File: src/rtl/cl_nvdla_axil2csb.sv
// AXI-Lite slave to NVDLA CSB bridge: one transaction in flight, window decode,
// round-robin write/read arbitration and an optional CSB response timeout.
module cl_nvdla_axil2csb #(
    parameter int unsigned       ADDR_W    = 64,
    parameter logic [ADDR_W-1:0] BASE_ADDR = '0,
    parameter bit                POSTED_WR = 1'b1,
    parameter int unsigned       TIMEOUT   = 1024
) (
    input  logic              clk,
    input  logic              rstn,
    input  logic [ADDR_W-1:0] s_awaddr,
    input  logic              s_awvalid,
    output logic              s_awready,
    input  logic [31:0]       s_wdata,
    input  logic [3:0]        s_wstrb,
    input  logic              s_wvalid,
    output logic              s_wready,
    output logic [1:0]        s_bresp,
    output logic              s_bvalid,
    input  logic              s_bready,
    input  logic [ADDR_W-1:0] s_araddr,
    input  logic              s_arvalid,
    output logic              s_arready,
    output logic [31:0]       s_rdata,
    output logic [1:0]        s_rresp,
    output logic              s_rvalid,
    input  logic              s_rready,
    output logic              csb2nvdla_valid,
    input  logic              csb2nvdla_ready,
    output logic [15:0]       csb2nvdla_addr,
    output logic [31:0]       csb2nvdla_wdat,
    output logic              csb2nvdla_write,
    output logic              csb2nvdla_nposted,
    input  logic              nvdla2csb_valid,
    input  logic [31:0]       nvdla2csb_data,
    input  logic              nvdla2csb_wr_complete
);

    localparam int CNT_W = (TIMEOUT > 1) ? $clog2(TIMEOUT + 1) : 1;
    localparam logic [1:0] RESP_OKAY   = 2'b00;
    localparam logic [1:0] RESP_SLVERR = 2'b10;
    localparam logic [1:0] RESP_DECERR = 2'b11;

    typedef enum logic [1:0] {IDLE, CSB_REQ, CSB_WAIT, RESP} state_t;

    state_t           state_q, state_d;
    logic             run_q, run_d;
    logic             is_wr_q, is_wr_d;
    logic             prio_wr_q, prio_wr_d;
    logic [15:0]      addr_q, addr_d;
    logic [31:0]      wdat_q, wdat_d;
    logic [31:0]      rdata_q, rdata_d;
    logic [1:0]       resp_q, resp_d;
    logic [CNT_W-1:0] cnt_q, cnt_d;

    logic              wr_elig, rd_elig, grant_wr, grant_rd;
    logic [ADDR_W-1:0] req_addr, offset;
    logic              out_win, bad_req, timeout_hit;

    // run_q keeps every ready low until the first edge after reset release
    assign run_d       = 1'b1;
    assign wr_elig     = run_q && (state_q == IDLE) && s_awvalid && s_wvalid;
    assign rd_elig     = run_q && (state_q == IDLE) && s_arvalid;
    assign grant_wr    = wr_elig && (!rd_elig || prio_wr_q);
    assign grant_rd    = rd_elig && !grant_wr;
    assign req_addr    = grant_wr ? s_awaddr : s_araddr;
    assign offset      = req_addr - BASE_ADDR;
    assign out_win     = (req_addr < BASE_ADDR) || ((offset >> 18) != '0);
    assign bad_req     = (offset[1:0] != 2'b00) || (grant_wr && (s_wstrb != 4'hF));
    assign timeout_hit = (TIMEOUT != 0) && (32'(cnt_q) == TIMEOUT - 1);

    always_ff @(posedge clk or negedge rstn) begin
        if (!rstn) begin
            state_q   <= IDLE;
            run_q     <= 1'b0;
            is_wr_q   <= 1'b0;
            prio_wr_q <= 1'b1;
            addr_q    <= '0;
            wdat_q    <= '0;
            rdata_q   <= '0;
            resp_q    <= RESP_OKAY;
            cnt_q     <= '0;
        end else begin
            state_q   <= state_d;
            run_q     <= run_d;
            is_wr_q   <= is_wr_d;
            prio_wr_q <= prio_wr_d;
            addr_q    <= addr_d;
            wdat_q    <= wdat_d;
            rdata_q   <= rdata_d;
            resp_q    <= resp_d;
            cnt_q     <= cnt_d;
        end
    end

    always_comb begin
        state_d   = state_q;
        is_wr_d   = is_wr_q;
        prio_wr_d = prio_wr_q;
        addr_d    = addr_q;
        wdat_d    = wdat_q;
        rdata_d   = rdata_q;
        resp_d    = resp_q;
        cnt_d     = cnt_q;
        case (state_q)
            IDLE: begin
                if (grant_wr || grant_rd) begin
                    is_wr_d = grant_wr;
                    rdata_d = '0;
                    // priority only rotates when both sides actually contended
                    if (wr_elig && rd_elig) prio_wr_d = !grant_wr;
                    if (out_win) begin
                        state_d = RESP;
                        resp_d  = RESP_DECERR;
                    end else if (bad_req) begin
                        state_d = RESP;
                        resp_d  = RESP_SLVERR;
                    end else begin
                        state_d = CSB_REQ;
                        resp_d  = RESP_OKAY;
                        addr_d  = offset[17:2];
                        wdat_d  = grant_wr ? s_wdata : '0;
                    end
                end
            end
            CSB_REQ: begin
                if (csb2nvdla_ready) begin
                    cnt_d   = '0;
                    state_d = (is_wr_q && POSTED_WR) ? RESP : CSB_WAIT;
                end
            end
            CSB_WAIT: begin
                cnt_d = cnt_q + CNT_W'(1);
                if (!is_wr_q && nvdla2csb_valid) begin
                    rdata_d = nvdla2csb_data;
                    state_d = RESP;
                end else if (is_wr_q && nvdla2csb_wr_complete) begin
                    state_d = RESP;
                end else if (timeout_hit) begin
                    resp_d  = RESP_SLVERR;
                    rdata_d = '0;
                    state_d = RESP;
                end
            end
            RESP: begin
                if ((is_wr_q && s_bready) || (!is_wr_q && s_rready)) state_d = IDLE;
            end
            default: state_d = IDLE;
        endcase
    end

    always_comb begin
        s_awready       = grant_wr;
        s_wready        = grant_wr;
        s_arready       = grant_rd;
        csb2nvdla_valid = (state_q == CSB_REQ);
        s_bvalid        = (state_q == RESP) && is_wr_q;
        s_rvalid        = (state_q == RESP) && !is_wr_q;
    end

    assign s_bresp           = resp_q;
    assign s_rresp           = resp_q;
    assign s_rdata           = rdata_q;
    assign csb2nvdla_addr    = addr_q;
    assign csb2nvdla_wdat    = wdat_q;
    assign csb2nvdla_write   = is_wr_q;
    assign csb2nvdla_nposted = is_wr_q & ~POSTED_WR;

endmodule

File: config.mk
export PLATFORM = sky130hd
export DESIGN_NAME = cl_nvdla_axil2csb
export DESIGN_NICKNAME = d
export VERILOG_FILES = /design/src/rtl/cl_nvdla_axil2csb.sv
export SDC_FILE = /design/constraint.sdc
export NUM_CORES = 1
export LEC_CHECK = 0
export ABC_AREA = 1
export BUFFER_PORTS_ARGS = -buffer_cell sky130_fd_sc_hd__buf_2
export CAP_MARGIN = 20
export CELL_PAD_IN_SITES_DETAIL_PLACEMENT = 0
export CELL_PAD_IN_SITES_GLOBAL_PLACEMENT = 1
export CORE_UTILIZATION = 32
export DETAILED_ROUTE_END_ITERATION = 12
export PLACE_DENSITY_LB_ADDON = 0.1
export SLEW_MARGIN = 20
export SYNTH_ARGS = -nofsm -noshare
export SYNTH_HDL_FRONTEND = slang
export SYNTH_SLANG_ARGS = --single-unit
export TNS_END_PERCENT = 5
File: constraint.sdc
create_clock -name clk -period 6.29 [get_ports clk]
set_input_delay 0.629 -clock clk [delete_from_list [all_inputs] [get_ports clk]]
set_output_delay 0.629 -clock clk [all_outputs]
set_load 0.005 [all_outputs]
Word level (Yosys, flattened, before mapping)
Cells that the tools add are included.

Add/sub/neg operators: 1. Multiply operators: 0. Divide/modulo/power cells: 0. $lt $le $gt $ge: 1. Equality and inequality tests: 14. Shift-type cells: 0. Multiplexer cells: 26. Bitwise logic cells: 2. Reductions and logical operators: 34.

Operators with widths (number): 2-to-1 mux 32 bit (5); < comparator 64 x 1 -> 1 bit, second input constant (1); 2-to-1 mux 64 bit (1); one-hot mux 32 bit (2 select lines) (1); nonzero test 64 bit (1); 2-to-1 mux 2 bit (14); one-hot mux 11 bit (2 select lines) (1); logical AND 1 bit (14); AND reduction 4 bit (3); adder 11 x 1 -> 11 bit, second input constant (1); == test 11 x 10 -> 1 bit, second input constant (1); 2-to-1 mux 11 bit (1); != test 2 bit, second input constant (4); != test 4 bit, second input constant (2); one-hot mux 2 bit (4 select lines) (1); != test 3 bit, second input constant (2); nonzero test 2 bit (3); logical OR 1 bit (5); AND reduction 5 bit (1); == test 2 bit, second input constant (2); != test 2 x 1 -> 1 bit, second input constant (2); one-hot mux 2 bit (2 select lines) (1); AND reduction 2 bit (2); logical NOT 1 bit (3); other kinds (5) (6).

Flip-flop bits (word level): 98. Bits in latches: 0. Bits in writable memories: 0. ROM bits: 0. Output and inout bits: 92. Word-level logic and storage cells: 87. Memories: 0.

Logic depth before layout (Yosys ltp)
Gate-level depths: netlist of the first run.

Depth in word-level cells: 13. Gate-level depth with buffers: 14.

Least setup slack after synthesis of the first run
No wires, ideal clock.

Kind: register to output. Start point: reg state_q[0]. End point: out s_wready. Arrival: 1.568 ns. Required time: 5.661 ns. Path slack: 4.093 ns. Cell stages (with the launch flop): 9. Buffers on the path: 2. Path through: dfrtp_1 -> inv_1 -> ha_1 -> nand2_1 -> nor2_2 -> o21ai_2 -> inv_4 -> clkbuf_1 -> buf_4.

Longest elaborated chain between the ends: 6.

RTL lines: start, declared (RTL line 46) `state_t state_q, state_d;`; start signal, assigned (RTL line 84) `state_q <= state_d;`; logical NOT 2 bit (*) (RTL line 62, 63); logical AND 1 bit (*) (RTL line 62, 63); logical AND 1 bit (RTL line 63) `assign rd_elig = run_q && (state_q == IDLE) && s_arvalid;`; logical NOT 1 bit (RTL line 64) `assign grant_wr = wr_elig && (!rd_elig || prio_wr_q);`; logical OR 1 bit (RTL line 64); logical AND 1 bit (*) (RTL line 64); end, declared (RTL line 17) `output logic s_wready,`.

Mark *: on every way between the ends. The rest lies on a longest branch, timed or not.

Final worst setup path of the first run
Start point: reg state_q[0]. End point: reg wdat_q[18], in the netlist csb2nvdla_wdat[18].

Longest elaborated chain between the ends: 11.

RTL lines: logical NOT 2 bit (*) (RTL line 62, 63, 105); logical AND 1 bit (RTL line 62, 63); logical AND 1 bit (RTL line 63); logical NOT 1 bit (RTL line 64); logical OR 1 bit (RTL line 64); logical AND 1 bit (RTL line 64); 2-to-1 mux 64 bit (RTL line 66) `assign req_addr = grant_wr ? s_awaddr : s_araddr;`; < comparator 64 x 1 -> 1 bit, or another cell as far along (RTL line 68) `assign out_win = (req_addr < BASE_ADDR) || ((offset >> 18) != '0);`; logical OR 1 bit, on equally long branches (RTL line 68, 69); NOT 1 bit (no source line); AND reduction 4 bit (no source line); end signal, assigned (RTL line 89) `wdat_q <= wdat_d;`; end, declared (RTL line 51) `logic [31:0] wdat_q, wdat_d;`.

Marked as above. A chain may end at the register's enable or synchronous reset.

==> run_results.csv, run 1 <==
group,metric,value,unit
outcome,status,"complete, no violations",
clock_tree,clk_latency,0.35,ns
floorplanning,core,0.0151,sq mm
sta,min_period_over_period,0.647,
grt,antenna_found_initial,1,
placed_design,placed_area,0.00652,sq mm
routing,route.detailed.drc,0,
worst_hold_path,hp-class,"in2async",
floorplanning,ioPinCount,298,
setup_path,critPathMaxFanout,48,
floorplanning,die_h,126,um
routing,dr_total_vias,5292,
setup_path,crit_type,"reg2reg",
sta,finalHoldViolations,0,
placed_design,gp_congestion,0.844,
routing,drtPass1Iterations,4,
routing,drt-total-wl,15900,um
routing,drt-initial-drc-count,233,
routing,wl_met1,6990,um
grt,grt_pass1_vias,5249,
setup_path,required,6.52,ns
synthesis,synth_fp_nets,882,
finish,n_fill_cell,1586,
pwr,p_leak,3.93,nW
routing,drtAntennaViolNets,0,
finish,drive_above_1_share,0.345,
synthesis,syn_area,0.00495,sq mm
floorplanning,start_util,0.327,
sta,fin_worst_skew,0.0102,ns
placed_design,io_buffers,296,
clock_tree,post_cts_resized,0,
routing,top_layer_used,"met4",
synthesis,avgSynthCellArea,7.40,sq um
grt,track_usage,0.204,
pwr,power_density,296,mW/mm^2
synthesis,ys_warn_count,0,
synthesis,synthCells,670,
setup_path,cp.arrival,4.30,ns
run,cap_violations,0,
sta,rsz0062_at_grt,"no",
floorplanning,dieArea,0.0160,sq mm
finish,area_delta_synth_final,37.7,%
sta,fin_setup_tns,0,ns
sta,fin_crit,4.07,ns
clock_tree,clkTransAtPathRegs,0.08,ns
routing,wl_met2,7600,um
synthesis,ys_seq_area_frac,0.495,
setup_path,start_kind,"flip-flop",
finish,fin_nets,1155,
clock_tree,cts_tree,"done",
sta,max_freq,246,MHz
clock_tree,clockBufferDepth,2,
grt,grt_pass1_wl,25700,um
synthesis,synth_cell_types,27,
setup_path,critPathCaptureType,"flip-flop",
clock_tree,cts_sinks,98,
clock_tree,cts_made_buffers,9,
clock_tree,cts_root_buffer,"clkbuf_16",
sta,slew_viol_final,0,
setup_path,regToRegSetupSlack,2.22,ns
sta,worst_slew_pin_slew,1.06,ns
sta,setup_viol,0,
placed_design,place_hpwl,12000,um
pwr,ir_drop,140,uV
clock_tree,htreeDepth,3,
synthesis,ys_ff_latch,98,
grt,grt_max_degree,65,
floorplanning,core.rowCount,45,
grt,gr-total-overflow,0,
clock_tree,cts_hold_buf,0,
clock_tree,post_cts_buffers,0,
finish,final_cell_area,0.00682,sq mm
routing,wire_per_inst,14.0,um
routing,wl_met3,938,um
floorplanning,dieWidth,126,um
routing,vias_per_cell,4.65,
sta,maxSlewHeadroom,0.293,
-- placed cells by master, fill, tap and decap left out, types with 3 or more instances in the layout --
cell type,Yosys,final
buf_2,8,295
nand2_1,277,276
dfrtp_1,97,97
nor2_1,96,95
nand4_1,49,49
o21ai_0,41,41
inv_1,31,31
a21oi_1,12,12
clkbuf_16,0,9
ha_1,6,6
nand3_1,5,5
buf_4,4,4
clkbuf_8,0,3
-- registers in the layout, summed over array words and instances (netlist names) --
signal           count
csb2nvdla_write      1
csb2nvdla_addr      16
state_q              2
run_q                1
s_rdata             32
prio_wr_q            1
csb2nvdla_wdat      32
s_bresp              2
cnt_q               11
-- cells by family after synthesis --
group,count (synthesis),share of synthesized area
AND/OR/NAND/NOR,437,0.364
flip-flops,98,0.495
buffers and inverters,69,0.0624
AO/OA/AOI/OAI,58,0.0616
adder cells (fa/ha/maj),6,0.0152
other,2,0.00152
-- power breakdown --
part | internal (W) | switching, W
Combinational | 0.000242 | 0.000411
Clock | 0.000303 | 0.000244
Sequential | 0.000746 | 0.0000699
Total | 0.00129 | 0.000726
-- layout make-up --
| type | instances | area [sq um] | share of cell area |
|---|---|---|---|
| sequential | 98 | 2450 | 0.360 |
| multi-input combinational | 503 | 2200 | 0.323 |
| timing repair buffer | 299 | 1510 | 0.221 |
| clock buffer | 12 | 267 | 0.0391 |
| tap | 188 | 235 | 0.0345 |
| inverter | 32 | 123 | 0.0180 |
| clock inverter | 4 | 32.5 | 0.00477 |
| antenna | 1 | 2.50 | 0.000367 |
-- per-stage QoR --
step | setup WS, ns | power, W | utilization | hold slack (ns) | cells
after floorplan | 4.09 | 0.00121 | - | 0.333 | 670
after global placement | 2.48 | 0.00147 | 0.430 | 0.451 | 1120
after detailed placement | 2.27 | 0.00148 | 0.430 | 0.455 | 1120
after CTS | 2.27 | 0.00204 | 0.450 | 0.241 | 1136
after global routing | 1.89 | 0.00219 | 0.451 | 0.264 | 1137
final | 2.22 | 0.00202 | 0.451 | 0.236 | 1137
-- path summary, 6_finish.rpt --
| path | cells after the start | start | to |
|---|---|---|---|
| max | 11 | state_q[0] | csb2nvdla_wdat[18] |
| min | 1 | rstn | cnt_q[7] |
| max reg2reg | 11 | state_q[0] | csb2nvdla_wdat[18] |
| min reg2reg | 2 | csb2nvdla_wdat[25] | csb2nvdla_wdat[25] |
| max in group asynchronous | 2 | rstn | csb2nvdla_wdat[24] |
| min in group clk | 2 | csb2nvdla_wdat[25] | csb2nvdla_wdat[25] |
-- critical path, stage by stage (launching register included) --
cell	delay, ns
dfrtp_1	0.44
inv_1	0.11
ha_1	0.24
nand2_1	0.11
nor2_2	0.06
o21ai_2	0.08
inv_4	0.20
nand2_2	0.44
o21a_1	0.91
nand3_2	0.95
nand2_1	0.29
nand2_1	0.08
-- layer usage --
metal  track usage  vias to the layer above
li1              -                     2682
met1         0.254                     2420
met2         0.344                      167
met3        0.0464                       23
met4        0.0758                        0
met5             0                        -
-- synth_stat cells, drive strengths merged --
cell type	count	area [sq um]
nand4	49	307
o21a	2	15.0
nand3b	1	7.51
conb	2	7.51
or2	2	12.5
a21oi	12	60.1
nand3	8	55.1
o21ai	42	214
dfrtp	97	2430
buf	18	115
nor3	2	10.0
dfstp	1	26.3
nor2	97	367
nand2	278	1050
ha	6	75.1
clkbuf	19	71.3
inv	32	123
o211ai	1	7.51
a311oi	1	8.76
(Power assumes the default switching activity.)
==> run 2: changes to the inputs <==
--- a/config.mk
+++ b/config.mk
@@ -10,7 +10,7 @@
 export CAP_MARGIN = 20
 export CELL_PAD_IN_SITES_DETAIL_PLACEMENT = 0
 export CELL_PAD_IN_SITES_GLOBAL_PLACEMENT = 1
-export CORE_UTILIZATION = 32
+export CORE_UTILIZATION = 29
 export DETAILED_ROUTE_END_ITERATION = 12
 export PLACE_DENSITY_LB_ADDON = 0.1
 export SLEW_MARGIN = 20
==> constraint.sdc (replaced) <==
create_clock -name clk -period 4.2 [get_ports clk]
set_input_delay 0.42 -clock clk [delete_from_list [all_inputs] [get_ports clk]]
set_output_delay 0.42 -clock clk [all_outputs]
set_load 0.005 [all_outputs]
==> run 2 against run 1 <==
Against the previous run:
- sequential power increased by 50%
- combinational power increased by 50%
- clock-buffer cell count decreased by 2
- critical path type unchanged
- largest power group unchanged
- highest routed layer unchanged
==> run_results.csv, run 2 (same netlist as run 1, synthesis figures left out) <==
group,metric,value,unit
outcome,status,"complete, no violations",
sta,min_period_over_period,0.707,
sta,max_freq,337,MHz
setup_path,crit_chain,"inv_1 > ha_1 > nand2_1 > nor2_2 > o21ai_2 > inv_4 > nand2_2 > o21a_1 > nand3_2 > buf_4 > nand2_1 > nand2_1",
grt,grt_max_degree,65,
sta,rsz0062_at_grt,"no",
grt,grt_pass1_vias,5139,
pwr,power_density,437,mW/mm^2
finish,n_fill_cell,1805,
routing,wl_met2,7640,um
run,cap_violations,0,
clock_tree,post_cts_buffers,0,
finish,area.sequential,0.00245,sq mm
routing,drt-total-wl,15900,um
setup_path,critPathMaxFanout,48,
pwr,ir_drop,196,uV
sta,fin_crit,2.97,ns
routing,wl_met3,883,um
finish,area_delta_synth_final,39.0,%
pwr,power,0.00301,W
clock_tree,cts_made_buffers,9,
sta,fin_worst_skew,0.00874,ns
clock_tree,clk_latency,0.35,ns
setup_path,r2r-start,"state_q[0]",
sta,maxSlewHeadroom,0.633,
floorplanning,core,0.0166,sq mm
clock_tree,post_cts_resized,0,
routing,dr_total_vias,5119,
sta,fin_setup_tns,0,ns
routing,drtPass1Iterations,4,
worst_hold_path,hp-class,"in2async",
setup_path,max_stage_delay,0.43,ns
finish,final_common_cell,"buf_2",
finish,antenna_cells,0,
sta,setup_viol,0,
clock_tree,cts_hold_buf,0,
setup_path,start_kind,"flip-flop",
sta,worst_slew_pin_slew,0.551,ns
finish,multi_input_area,0.00220,sq mm
floorplanning,ioPinCount,298,
grt,gr-total-overflow,0,
placed_design,placed_area,0.00660,sq mm
finish,drive_above_1_share,0.347,
setup_path,required,4.49,ns
setup_path,crit_type,"reg2reg",
grt,track_usage,0.187,
clock_tree,htreeDepth,3,
floorplanning,dieArea,0.0176,sq mm
setup_path,crit_path_frequent_cell,"nand2_1",
routing,vias_per_cell,4.36,
routing,drtAntennaViolNets,0,
clock_tree,clkTransAtPathRegs,0.06,ns
setup_path,cp.arrival,3.26,ns
routing,wl_met1,7120,um
floorplanning,die_h,133,um
sta,slew_viol_final,0,
routing,wire_per_inst,13.6,um
clock_tree,cts_tree,"done",
clock_tree,cts_root_buffer,"clkbuf_16",
floorplanning,core.rowCount,47,
setup_path,slowest_stage,"dfrtp_1",
placed_design,io_buffers,296,
finish,final_util,0.414,
floorplanning,start_util,0.298,
floorplanning,dieWidth,133,um
setup_path,crit_start,"state_q[0]",
grt,grt_pass1_wl,26100,um
routing,top_layer_used,"met4",
clock_tree,cts_sinks,98,
placed_design,gp_congestion,0.733,
sta,finalHoldViolations,0,
grt,antenna_found_initial,1,
sta,timing.hold.ws,0.0501,ns
routing,route.detailed.drc,0,
finish,layout_common_cells,"buf_2, nand2_1, dfrtp_1",
setup_path,critPathCaptureType,"flip-flop",
finish,final_cell_area,0.00689,sq mm
routing,drt-initial-drc-count,223,
pwr,p_leak,3.96,nW
finish,fin_nets,1161,
clock_tree,clockBufferDepth,2,
placed_design,place_hpwl,12000,um
## run 2: through the flow
stage | std cells | worst slack, ns
finish | 1173 | 1.23
floorplan | 670 | 2.21
detailed placement | 1158 | 1.21
global placement | 1158 | 1.34
global route | 1173 | 0.837
CTS | 1173 | 1.18
## run 2: power breakdown
group | internal, W | switching (W) | leakage (nW)
clock network | 0.000458 | 0.000355 | 0.138
logic | 0.000373 | 0.000610 | 2.48
registers | 0.00112 | 0.0000993 | 1.34
total | 0.00195 | 0.00106 | 3.96
## run 2: final cells by class
class	count	area share
sequential	98	0.356
multi-input combinational	503	0.319
timing repair buffer	305	0.225
tap	220	0.0400
clock buffer	10	0.0333
inverter	32	0.0178
clock inverter	5	0.00818
## run 2: worst paths after layout
path | depth (start not counted) | to | slack, ns
max | 12 | csb2nvdla_addr[10] | 1.23
min | 1 | s_rdata[6] | 0.05
max reg2reg | 12 | csb2nvdla_addr[10] | 1.23
min reg2reg | 2 | csb2nvdla_wdat[15] | 0.46
max in group asynchronous | 2 | s_rdata[7] | 3.34
min in group clk | 3 | csb2nvdla_wdat[21] | 0.31
## run 2: critical path: cells and delay by family, from the launching register on
family | cells | cell delay [ns]
AO/OA/AOI/OAI | 2 | 0.37
buffers and inverters | 3 | 0.91
adder cells (fa/ha/maj) | 1 | 0.21
AND/OR/NAND/NOR | 6 | 0.91
flip-flops | 1 | 0.43
## run 2: routing by layer
layer / GRT usage / vias to the layer above
met2: 0.318 / 159
met1: 0.233 / 2254
met3: 0.0433 / 15
met4: 0.0645 / 0
li1: - / 2691
met5: 0 / -
==> run 3: changes to the inputs <==
==> constraint.sdc (replaced) <==
create_clock -name clk -period 3 [get_ports clk]
set_input_delay 0.3 -clock clk [delete_from_list [all_inputs] [get_ports clk]]
set_output_delay 0.3 -clock clk [all_outputs]
set_load 0.005 [all_outputs]
==> run 3 against run 2 <==
Against the previous run:
- first-iteration DRC count unchanged
- clock skew shrank 0.0026 ns
- critical path depth shrank 4
- final cell count up 0.34%
- largest cell class unchanged
- largest power group unchanged
==> run_results.csv, run 3 (same netlist as run 1, synthesis figures left out) <==
group,metric,value,unit
pwr,power_density,617,mW/mm^2
routing,drt-initial-drc-count,223,
routing,drtPass1Iterations,4,
sta,maxSlewHeadroom,0.628,
clock_tree,cts_hold_buf,1,
routing,drtAntennaViolNets,0,
routing,vias_per_cell,4.38,
setup_path,required,2.70,ns
finish,final_util,0.418,
setup_path,cp.arrival,2.22,ns
pwr,power_frac_seq,0.397,
finish,final_cells,1177,
placed_design,pre_cts_ws,0.588,ns
grt,grt_max_degree,59,
setup_path,start_kind,"flip-flop",
run,cap_violations,0,
sta,min_period_over_period,0.839,
finish,drive_above_1_share,0.348,
pwr,p_int,0.00279,W
pwr,p_switching,0.00150,W
placed_design,io_buffers,296,
sta,finalHoldViolations,0,
finish,final_common_cell,"buf_2",
floorplanning,die_h,133,um
outcome,status,"complete, no violations",
worst_hold_path,hp-class,"in2reg",
pwr,clkPwrFrac,0.275,
clock_tree,cts_tree,"done",
sta,final.setup.worst_slack,0.483,ns
grt,grt_pass1_vias,5161,
clock_tree,cts_made_buffers,9,
routing,route.detailed.drc,0,
clock_tree,post_cts_buffers,0,
finish,layout_common_cells,"buf_2, nand2_1, dfrtp_1",
floorplanning,ioPinCount,298,
routing,dr_total_vias,5150,
grt,grt_pass1_wl,25900,um
routing,drt-total-wl,15900,um
pwr,ir_drop,321,uV
floorplanning,start_util,0.298,
placed_design,place_hpwl,11900,um
sta,max_freq,397,MHz
setup_path,critPathCaptureType,"output pin",
sta,fin_worst_skew,0.00615,ns
sta,setup_viol,0,
finish,area_delta_synth_final,40.6,%
placed_design,dp.cells,1159,
placed_design,gp_congestion,0.752,
sta,slew_viol_final,0,
sta,fin_crit,2.52,ns
grt,antenna_found_initial,2,
pwr,switching_share,0.350,
grt,gr-total-overflow,0,
floorplanning,core.rowCount,47,
floorplanning,dieArea,0.0176,sq mm
sta,worst_slew_pin_slew,0.558,ns
grt,track_usage,0.187,
pwr,p_leak,3.99,nW
clock_tree,clockBufferDepth,2,
clock_tree,cts_sinks,98,
clock_tree,clkTransAtPathRegs,0.07,ns
floorplanning,dieWidth,133,um
routing,wire_per_inst,13.5,um
floorplanning,core,0.0166,sq mm
clock_tree,clk_latency,0.35,ns
setup_path,critPathMaxFanout,41,
sta,rsz0062_at_grt,"no",
clock_tree,post_cts_resized,0,
sta,fin_setup_tns,0,ns
setup_path,crit_type,"reg2out",
clock_tree,htreeDepth,3,
clock_tree,cts_root_buffer,"clkbuf_16",
finish,fin_nets,1163,
pwr,power_frac_comb,0.328,
## run 3: power groups by stage
stage | combinational (W) | sequential, W | clock, W
4_1_cts | 0.00144 | 0.00171 | 0.00123
2_1_floorplan | 0.000790 | 0.00174 | 0
6_report | 0.00141 | 0.00171 | 0.00118
5_1_grt | 0.00163 | 0.00174 | 0.00127
3_5_place_dp | 0.00143 | 0.00173 | 0
3_3_place_gp | 0.00146 | 0.00172 | 0
## run 3: final timing paths
path / slack, ns / cells past startpoint / end / from
max: 0.48 / 8 / s_awready / state_q[0]
min reg2reg: 0.46 / 2 / csb2nvdla_wdat[21] / csb2nvdla_wdat[21]
max in group asynchronous: 1.80 / 3 / csb2nvdla_wdat[23] / rstn
min in group asynchronous: 0.47 / 2 / cnt_q[1] / rstn
min: 0.20 / 3 / csb2nvdla_wdat[12] / s_wdata[12]
max reg2reg: 0.61 / 13 / csb2nvdla_wdat[1] / state_q[0]
## run 3: final cells by class
type	instances	area (sq um)
antenna	1	2.50
clock buffer	11	243
clock inverter	5	63.8
fill	1766	9680
inverter	32	123
multi-input combinational	503	2200
sequential	98	2450
tap	220	275
timing repair buffer	307	1610
## run 3: critical path, cell delays in order, from the launching register on
cell and delay, ns:
dfrtp_1 0.44, inv_1 0.12, ha_1 0.22, nand2_1 0.10, nor2_2 0.14, o21ai_2 0.13, inv_4 0.11, buf_4 0.39
buf_2 0.20
## run 3: per-stage QoR
step           hold slack, ns  cell area [sq um]  total power [W]
6_report                0.196               6960          0.00430
5_1_grt                 0.188               6960          0.00464
4_1_cts                 0.184               6960          0.00438
3_5_place_dp            0.334               6650          0.00316
3_3_place_gp            0.331               6650          0.00318
2_1_floorplan         0.00441               4950          0.00253
## run 3: routing by layer
metal,vias to the layer above,GRT usage,routed length [um]
li1,2692,-,-
met1,2274,0.225,6870
met2,162,0.311,7520
met3,22,0.0663,1180
met4,0,0.0562,342
met5,-,0,0
